**src/rtl/dmem_arb_pkg.sv**
```systemverilog
`default_nettype none
// ============================================================================
// dmem_arb_pkg: shared tags, access types and the read-tag record for dmem_arbiter.
// Revision: 1.0
// ============================================================================
package dmem_arb_pkg;

  localparam logic PORT0     = 1'b0;
  localparam logic PORT1     = 1'b1;
  localparam logic ACC_READ  = 1'b0;
  localparam logic ACC_WRITE = 1'b1;

  typedef struct packed {
    logic valid;
    logic port;
  } tag_t;

  function automatic logic [15:0] sat_inc16(input logic [15:0] v);
    return (v == 16'hFFFF) ? v : v + 16'd1;
  endfunction

endpackage
`default_nettype wire

```
**src/rtl/dmem_arb_tagpipe.sv**
```systemverilog
`default_nettype none
// ============================================================================
// dmem_arb_tagpipe: DEPTH-stage {valid, port} shift register, cleared by rst.
// Revision: 1.0
// ============================================================================
module dmem_arb_tagpipe
  import dmem_arb_pkg::*;
#(
  parameter int DEPTH = 1
) (
  input  logic clk,
  input  logic rst,
  input  tag_t tag_in,
  output tag_t tag_out
);

  tag_t r_stage [DEPTH];

  always_ff @(posedge clk) begin
    if (rst) begin
      for (int i = 0; i < DEPTH; i++) r_stage[i] <= '0;
    end else begin
      r_stage[0] <= tag_in;
      for (int i = 1; i < DEPTH; i++) r_stage[i] <= r_stage[i-1];
    end
  end

  assign tag_out = r_stage[DEPTH-1];

endmodule
`default_nettype wire

```
**src/rtl/dmem_arbiter.sv**
```systemverilog
`default_nettype none
// ============================================================================
// dmem_arbiter: round-robin sharing of one data SRAM between core and debug ports.
// Optional DMEM_ARB_PERF_EN adds saturating grant and conflict counters.
// Revision: 1.0
// ============================================================================
module dmem_arbiter
  import dmem_arb_pkg::*;
#(
  parameter int ADDR_W   = 7,
  parameter int DATA_W   = 32,
  parameter int READ_LAT = 1
) (
  input  logic              clk,
  input  logic              rst,
  input  logic              p0_req,
  input  logic              p0_we,
  input  logic [ADDR_W-1:0] p0_addr,
  input  logic [DATA_W-1:0] p0_wdata,
  output logic              p0_gnt,
  output logic              p0_rvalid,
  output logic [DATA_W-1:0] p0_rdata,
  input  logic              p1_req,
  input  logic              p1_we,
  input  logic [ADDR_W-1:0] p1_addr,
  input  logic [DATA_W-1:0] p1_wdata,
  output logic              p1_gnt,
  output logic              p1_rvalid,
  output logic [DATA_W-1:0] p1_rdata,
  output logic              CEN,
  output logic              WEN,
  output logic              OEN,
  output logic [ADDR_W-1:0] A,
  output logic [DATA_W-1:0] Data2Mem,
  input  logic [DATA_W-1:0] ReadDataMem
`ifdef DMEM_ARB_PERF_EN
  ,
  output logic [15:0]       p0_gnt_cnt,
  output logic [15:0]       p1_gnt_cnt,
  output logic [15:0]       conflict_cnt
`endif
);

  logic              r_last_gnt;
  logic [ADDR_W-1:0] r_a_hold;
  logic [DATA_W-1:0] r_d_hold;

  logic              w_p0_win;
  logic              w_p1_win;
  logic              w_gnt;
  logic              w_we;
  logic [ADDR_W-1:0] w_addr;
  logic [DATA_W-1:0] w_wdata;
  tag_t              w_tag_in;
  tag_t              w_tag_out;

  // On contention the port that did not win last time goes first.
  always_comb begin
    w_p0_win = !rst && p0_req && (!p1_req || (r_last_gnt == PORT1));
    w_p1_win = !rst && p1_req && (!p0_req || (r_last_gnt == PORT0));
    w_gnt    = w_p0_win || w_p1_win;
    w_we     = w_p1_win ? p1_we    : p0_we;
    w_addr   = w_p1_win ? p1_addr  : p0_addr;
    w_wdata  = w_p1_win ? p1_wdata : p0_wdata;
  end

  assign p0_gnt   = w_p0_win;
  assign p1_gnt   = w_p1_win;
  assign CEN      = !w_gnt;
  assign WEN      = !(w_gnt && (w_we == ACC_WRITE));
  assign OEN      = !(w_gnt && (w_we == ACC_READ));
  assign A        = rst ? '0 : (w_gnt ? w_addr  : r_a_hold);
  assign Data2Mem = rst ? '0 : (w_gnt ? w_wdata : r_d_hold);

  always_ff @(posedge clk) begin
    if (rst) begin
      r_last_gnt <= PORT1;
      r_a_hold   <= '0;
      r_d_hold   <= '0;
    end else if (w_gnt) begin
      r_last_gnt <= w_p1_win ? PORT1 : PORT0;
      r_a_hold   <= w_addr;
      r_d_hold   <= w_wdata;
    end
  end

  assign w_tag_in.valid = w_gnt && (w_we == ACC_READ);
  assign w_tag_in.port  = w_p1_win ? PORT1 : PORT0;

  dmem_arb_tagpipe #(
    .DEPTH (READ_LAT)
  ) u_tagpipe (
    .clk     (clk),
    .rst     (rst),
    .tag_in  (w_tag_in),
    .tag_out (w_tag_out)
  );

  // The tag that left the pipe steers this cycle's SRAM read data.
  assign p0_rvalid = !rst && w_tag_out.valid && (w_tag_out.port == PORT0);
  assign p1_rvalid = !rst && w_tag_out.valid && (w_tag_out.port == PORT1);
  assign p0_rdata  = p0_rvalid ? ReadDataMem : '0;
  assign p1_rdata  = p1_rvalid ? ReadDataMem : '0;

`ifdef DMEM_ARB_PERF_EN
  always_ff @(posedge clk) begin
    if (rst) begin
      p0_gnt_cnt   <= '0;
      p1_gnt_cnt   <= '0;
      conflict_cnt <= '0;
    end else begin
      if (w_p0_win)          p0_gnt_cnt   <= sat_inc16(p0_gnt_cnt);
      if (w_p1_win)          p1_gnt_cnt   <= sat_inc16(p1_gnt_cnt);
      if (p0_req && p1_req)  conflict_cnt <= sat_inc16(conflict_cnt);
    end
  end
`endif

endmodule
`default_nettype wire

```
**config.mk**
```make
export PLATFORM = sky130hd
export DESIGN_NAME = dmem_arbiter
export DESIGN_NICKNAME = d
export VERILOG_FILES = /design/src/rtl/dmem_arb_pkg.sv /design/src/rtl/dmem_arb_tagpipe.sv /design/src/rtl/dmem_arbiter.sv
export SDC_FILE = /design/constraint.sdc
export NUM_CORES = 1
export LEC_CHECK = 0
export BUFFER_PORTS_ARGS = -buffer_cell sky130_fd_sc_hd__buf_2
export CAP_MARGIN = 25
export CORE_AREA = 2 2 89 91
export CTS_CLUSTER_DIAMETER = 150
export DETAILED_ROUTE_END_ITERATION = 10
export DIE_AREA = 0 0 91 93
export PLACE_DENSITY = 0.72
export REMOVE_ABC_BUFFERS = 1
export SYNTH_ARGS = -nofsm -noshare
export SYNTH_HDL_FRONTEND = slang
export SYNTH_SLANG_ARGS = --single-unit
```
**constraint.sdc**
```tcl
create_clock -name clk -period 1.65 [get_ports clk]
set_clock_uncertainty 0.2 [all_clocks]
set_input_delay 0.0825 -clock clk [delete_from_list [all_inputs] [get_ports clk]]
set_output_delay 0.0825 -clock clk [all_outputs]
set_load 0.01 [all_outputs]
```
# After elaboration in Yosys (flattened, before gate mapping)
# Memories as Yosys holds them, arrays and structs flattened.
# Index checks and enable logic that the tools add are counted.
# word_totals
ff_bits,40
mem_bits_rw,2
input_bits,116
output_inout_bits,110
elab_cells,41
memories,1
# memory_table
name,depth,width,rd,rd_clocked_by_memory_dff,wr,line,source
u_tagpipe.r_stage,1,2,1,0,1,dmem_arb_tagpipe.sv:17,tag_t r_stage [DEPTH];
# op_classes
muxes,15
n_bitwise,3
n_reduce_logical,19
# op_table
operator,n
32-bit 2-to-1 mux,5
7-bit 2-to-1 mux,3
1-bit logical AND,9
1-bit logical NOT,6
1-bit 2-to-1 mux,6
1-bit logical OR,3
1-bit inverter,3
2-bit 2-to-1 mux,1
2-bit OR reduction,1

# Longest topological paths before layout
# depth
word_depth,7
depth_mapped,5
depth_no_buf,3

# By module
# A second synthesis with hierarchy kept.
# unflattened
hier_cells,275
hier_area_um2,2432.3
# by_module_without_submodules
mod,instances,cells_each,area_each_um2,seq_area_each_um2
dmem_arbiter,1,271,2379.8,800.8
dmem_arb_tagpipe,1,4,52.6,40.0

# Worst setup path after synthesis
# Ideal clock, no wire load.
# synth_timing
path_kind,register to register
startpoint,register r_last_gnt
endpoint,register r_d_hold[22]
arrival_time_ns,1.192
slack_ns,0.114
path_stages_with_launch,6
path_buffers,2
path_cell_list,dfxtp_1 -> nand2_2 -> and3_1 -> buf_6 -> buf_6 -> a221o_1
# synth_via
elab_chain_cells,6
# synth_lines
element,line,source
"start, declared",dmem_arbiter.sv:44,logic r_last_gnt;
"start signal, assigned",dmem_arbiter.sv:81,r_last_gnt <= w_p1_win ? PORT1 : PORT0;
1-bit inverter (*),dmem_arbiter.sv:60,w_p1_win = !rst && p1_req && (!p0_req || (r_last_gnt == PORT0));
1-bit logical OR (*),dmem_arbiter.sv:60,
1-bit logical AND (*),dmem_arbiter.sv:60,
net p1_gnt,dmem_arbiter.sv:27,"output logic p1_gnt,"
32-bit 2-to-1 mux / 1-bit logical OR (equally long branches),"dmem_arbiter.sv:64, dmem_arbiter.sv:61",
32-bit 2-to-1 mux (*) (2 in series),-,
net Data2Mem[22],dmem_arbiter.sv:34,"output logic [DATA_W-1:0] Data2Mem,"
"end signal, assigned",dmem_arbiter.sv:83,r_d_hold <= w_wdata;
"end, declared",dmem_arbiter.sv:46,logic [DATA_W-1:0] r_d_hold;
# The timed path passes the listed nets; every way through them passes the cells marked *.
# A chain may end at the register's enable or synchronous reset.

# Worst setup path after layout
# layout_timing
startpoint,register r_last_gnt
endpoint,output port Data2Mem[22]
# layout_via
elab_chain_cells,6
# layout_lines
element,line
1-bit inverter,dmem_arbiter.sv:60
1-bit logical OR,dmem_arbiter.sv:60
1-bit logical AND,dmem_arbiter.sv:60
32-bit 2-to-1 mux / 1-bit logical OR (equally long branches),"dmem_arbiter.sv:64, dmem_arbiter.sv:61"
32-bit 2-to-1 mux (*) (2 in series),-
"end, declared",dmem_arbiter.sv:34
# Every way passes the cells marked *; elsewhere a longest branch is shown, timed or not.

==> impl_metrics.json <==
{
  "status": "finished with violations",
  "violations": "negative setup slack",
  "min_to": "u_tagpipe.r_stage[0][1]$_SDFF_PP0_",
  "synth.area.top_cells": "dfxtp_1 35%, and2_1 17%, a221o_1 16%",
  "hp-start": "p1_we",
  "clkSlewWorstSetupHoldPaths_ns": 0.09,
  "cap_violations": 0,
  "reg2reg_from": "r_last_gnt$_SDFFE_PP1N_",
  "relSlewSlack": 0.642,
  "crit_path_end_kind": "primary output",
  "synth_seq_cells": 42,
  "vias_per_cell": 5.32,
  "worstPathCellList": "nand2_2 > and3_4 > buf_12 > a221o_1 > buf_2",
  "p_int_mw": 2.25,
  "r2r-end": "r_d_hold[22]$_DFF_P_",
  "grtUsageTotal": 0.239,
  "hold_class": "in -> reg",
  "design.die.area_mm2": 0.00846,
  "switchingPower_mw": 0.919,
  "antenna_found_initial": 0,
  "yosys_warnings": 0,
  "cpMaxStageDelayCell": "a221o_1",
  "h-tree-depth": 2,
  "critPathLaunchType": "register",
  "routed_wl_mm": 12.2,
  "drive_gt1_frac": 0.605,
  "finalCritPeriodShare": 1.12,
  "die_h_um": 93,
  "cts-buffers-inserted": 5,
  "die_x_um": 91,
  "finalSetupViolCount": 44,
  "combPwrFrac": 0.321,
  "nFillCells": 551,
  "post_drt_wl_per_cell_um": 18.5,
  "setup_tns_ns": -7.43,
  "first_iter_violations": 171,
  "critical-path-max-stage-delay_ns": 0.36,
  "arrival_ns": 1.57,
  "hold_violations": 0,
  "pwr-share-clk": 0.324,
  "seqPwrFrac": 0.355,
  "pin_count": 226,
  "r2r_slack_ns": -0.03,
  "cts_tree": "done",
  "final_util": 0.687,
  "rows": 32,
  "rsz0062_at_grt": "true",
  "syn_inst": 274,
  "ant_nets": 0,
  "synth_top_area_frac": 0.352,
  "crit_path_max_fanout": 20,
  "antennaDiodeCount": 0,
  "clockBufferDepth": 2,
  "synth_area_per_cell_um2": 8.72,
  "yosysSeqAreaShare": 0.352,
  "first_global_vias": 3202,
  "detail_route.first_pass.iterations": 5,
  "finalMaxSlewViolations": 0,
  "drc": 0,
  "max-vdd-ir-drop_mv": 0.579,
  "p_leak_nw": 2.55,
  "hold_path_depth": 4,
  "gp_congestion": 0.823,
  "worst-slew-pin-transition_ns": 0.537,
  "fmax_mhz": 539,
  "core_mm2": 0.00753,
  "ys_types": 19,
  "fin_ws_ns": -0.205,
  "io_buffer_count": 225,
  "worst_ep_required_time_ns": 1.37,
  "synth_largest_area_cell": "dfxtp_1",
  "clock_tree.root_cell": "clkbuf_8",
  "grt_max_degree": 34,
  "ff2ff_path_depth": 6,
  "clock_latency_ns": 0.29,
  "area_delta_synth_final_pct": 116,
  "start_util": 0.317,
  "cts_sinks": 42,
  "grt-ovfl-total": 0,
  "min_period_ns": 1.86,
  "powerDensity_mw_per_mm2": 614,
  "netlist_area_mm2": 0.00239,
  "final_net_count": 669,
  "num_vias": 3489,
  "swShare": 0.290,
  "power.total_mw": 3.17,
  "grt_pass1_wl_mm": 16.2,
  "crit_type": "reg -> out",
  "dp_hpwl_mm": 7.12
}
==> synth_stat cells <==
cell type and count:
dfxtp_1 42, inv_2 2, buf_6 5, a21oi_1 1, o21ai_0 2, and2_1 65
nor3b_1 1, inv_1 41, o21bai_1 1, nand2_2 1, and4_1 1, clkbuf_1 23
a31oi_1 1, a2111oi_0 39, nor3_1 2, and3_1 3, or3_1 1, buf_2 4
a221o_1 39
==> kinds of logic after synthesis <==
family	after synthesis	share of synthesized area
AO/OA/AOI/OAI	83	0.318
AND/OR/NAND/NOR	74	0.194
buffers and inverters	75	0.136
flip-flops	42	0.352
==> power by group through the flow <==
stage	clock [mW]	combinational (mW)	sequential [mW]
2_1_floorplan	0	0.262	1.14
3_3_place_gp	0	0.639	1.14
3_5_place_dp	0	0.645	1.14
4_1_cts	1.04	0.839	1.12
5_1_grt	1.08	1.08	1.13
6_report	1.03	1.02	1.13
==> worst max path at each step <==
stage / start / endpoint / slack [ns]
finish: r_last_gnt$_SDFFE_PP1N_ / Data2Mem[22] / -0.21
global route: r_last_gnt$_SDFFE_PP1N_ / Data2Mem[27] / -0.28
CTS: r_last_gnt$_SDFFE_PP1N_ / Data2Mem[22] / -0.21
detailed placement: r_last_gnt$_SDFFE_PP1N_ / Data2Mem[5] / -0.03
global placement: rst / Data2Mem[0] / -0.03
floorplan: p0_req / r_a_hold[0]$_DFF_P_ / -1.22
==> layout make-up <==
cell class,count,area (µm²),share of cell area
clock buffers,6,82.6,0.0160
clock inverters,2,60.1,0.0116
inverters,43,164,0.0317
multi-input cells,157,1790,0.346
flip-flops and latches,42,845,0.163
well taps,102,128,0.0247
repair buffers,304,2100,0.407
==> worst max-delay path, delay by kind of cell (launching register included) <==
family                 cells  cell delay, ns
AOI/OAI and AO/OA          1            0.36
DFF                        1            0.35
buffers and inverters      2            0.32
and+or+nand+nor            2            0.25
==> metrics by stage <==
stage                     instance area (µm²)  std cells  setup slack, ns  hold slack [ns]
after detailed placement                 3720        589          -0.0263            0.134
after global placement                   3720        589          -0.0282            0.130
after global routing                     5170        656           -0.277           0.0730
after floorplan                          2230        242            -1.22          -0.0171
final                                    5170        656           -0.205           0.0617
after CTS                                4580        645           -0.209           -0.145
==> timing repair <==
item / CTS / global route
hold buffers: 40 / 1
gates resized for setup: 81 / 70
setup buffers: 7 / 7
endpoints found under the hold margin: 41 / 1
setup endpoints to repair: 40 / 65
gates cloned: 1 / 3
pin swaps: 21 / 24
==> per-layer routing <==
metal / global-route usage / vias to the layer above / routed length [µm]
met5: 0 / - / 0
met4: 0.0808 / 0 / 337
met3: 0.0596 / 30 / 1140
met2: 0.449 / 238 / 6480
met1: 0.262 / 1650 / 4200
li1: - / 1571 / -
==> sequential cells by signal, indices dropped and copies added (netlist names) <==
| signal | cells |
|---|---|
| r_d_hold | 32 |
| r_a_hold | 7 |
| u_tagpipe.r_stage | 2 |
| r_last_gnt | 1 |
==> cells in the final DEF, fill, tap and decap left out, types with 3 or more instances in the layout <==
cell type        n
buf_2          206
and2_1          51
dlygate4sd3_1   41
inv_1           40
a221o_1         39
dfxtp_1         39
buf_6           24
buf_4           22
a2111oi_4       21
a2111oi_2       16
and2_4          14
buf_12           7
clkbuf_8         6
dfxtp_2          3
(Power assumes the default switching activity.)
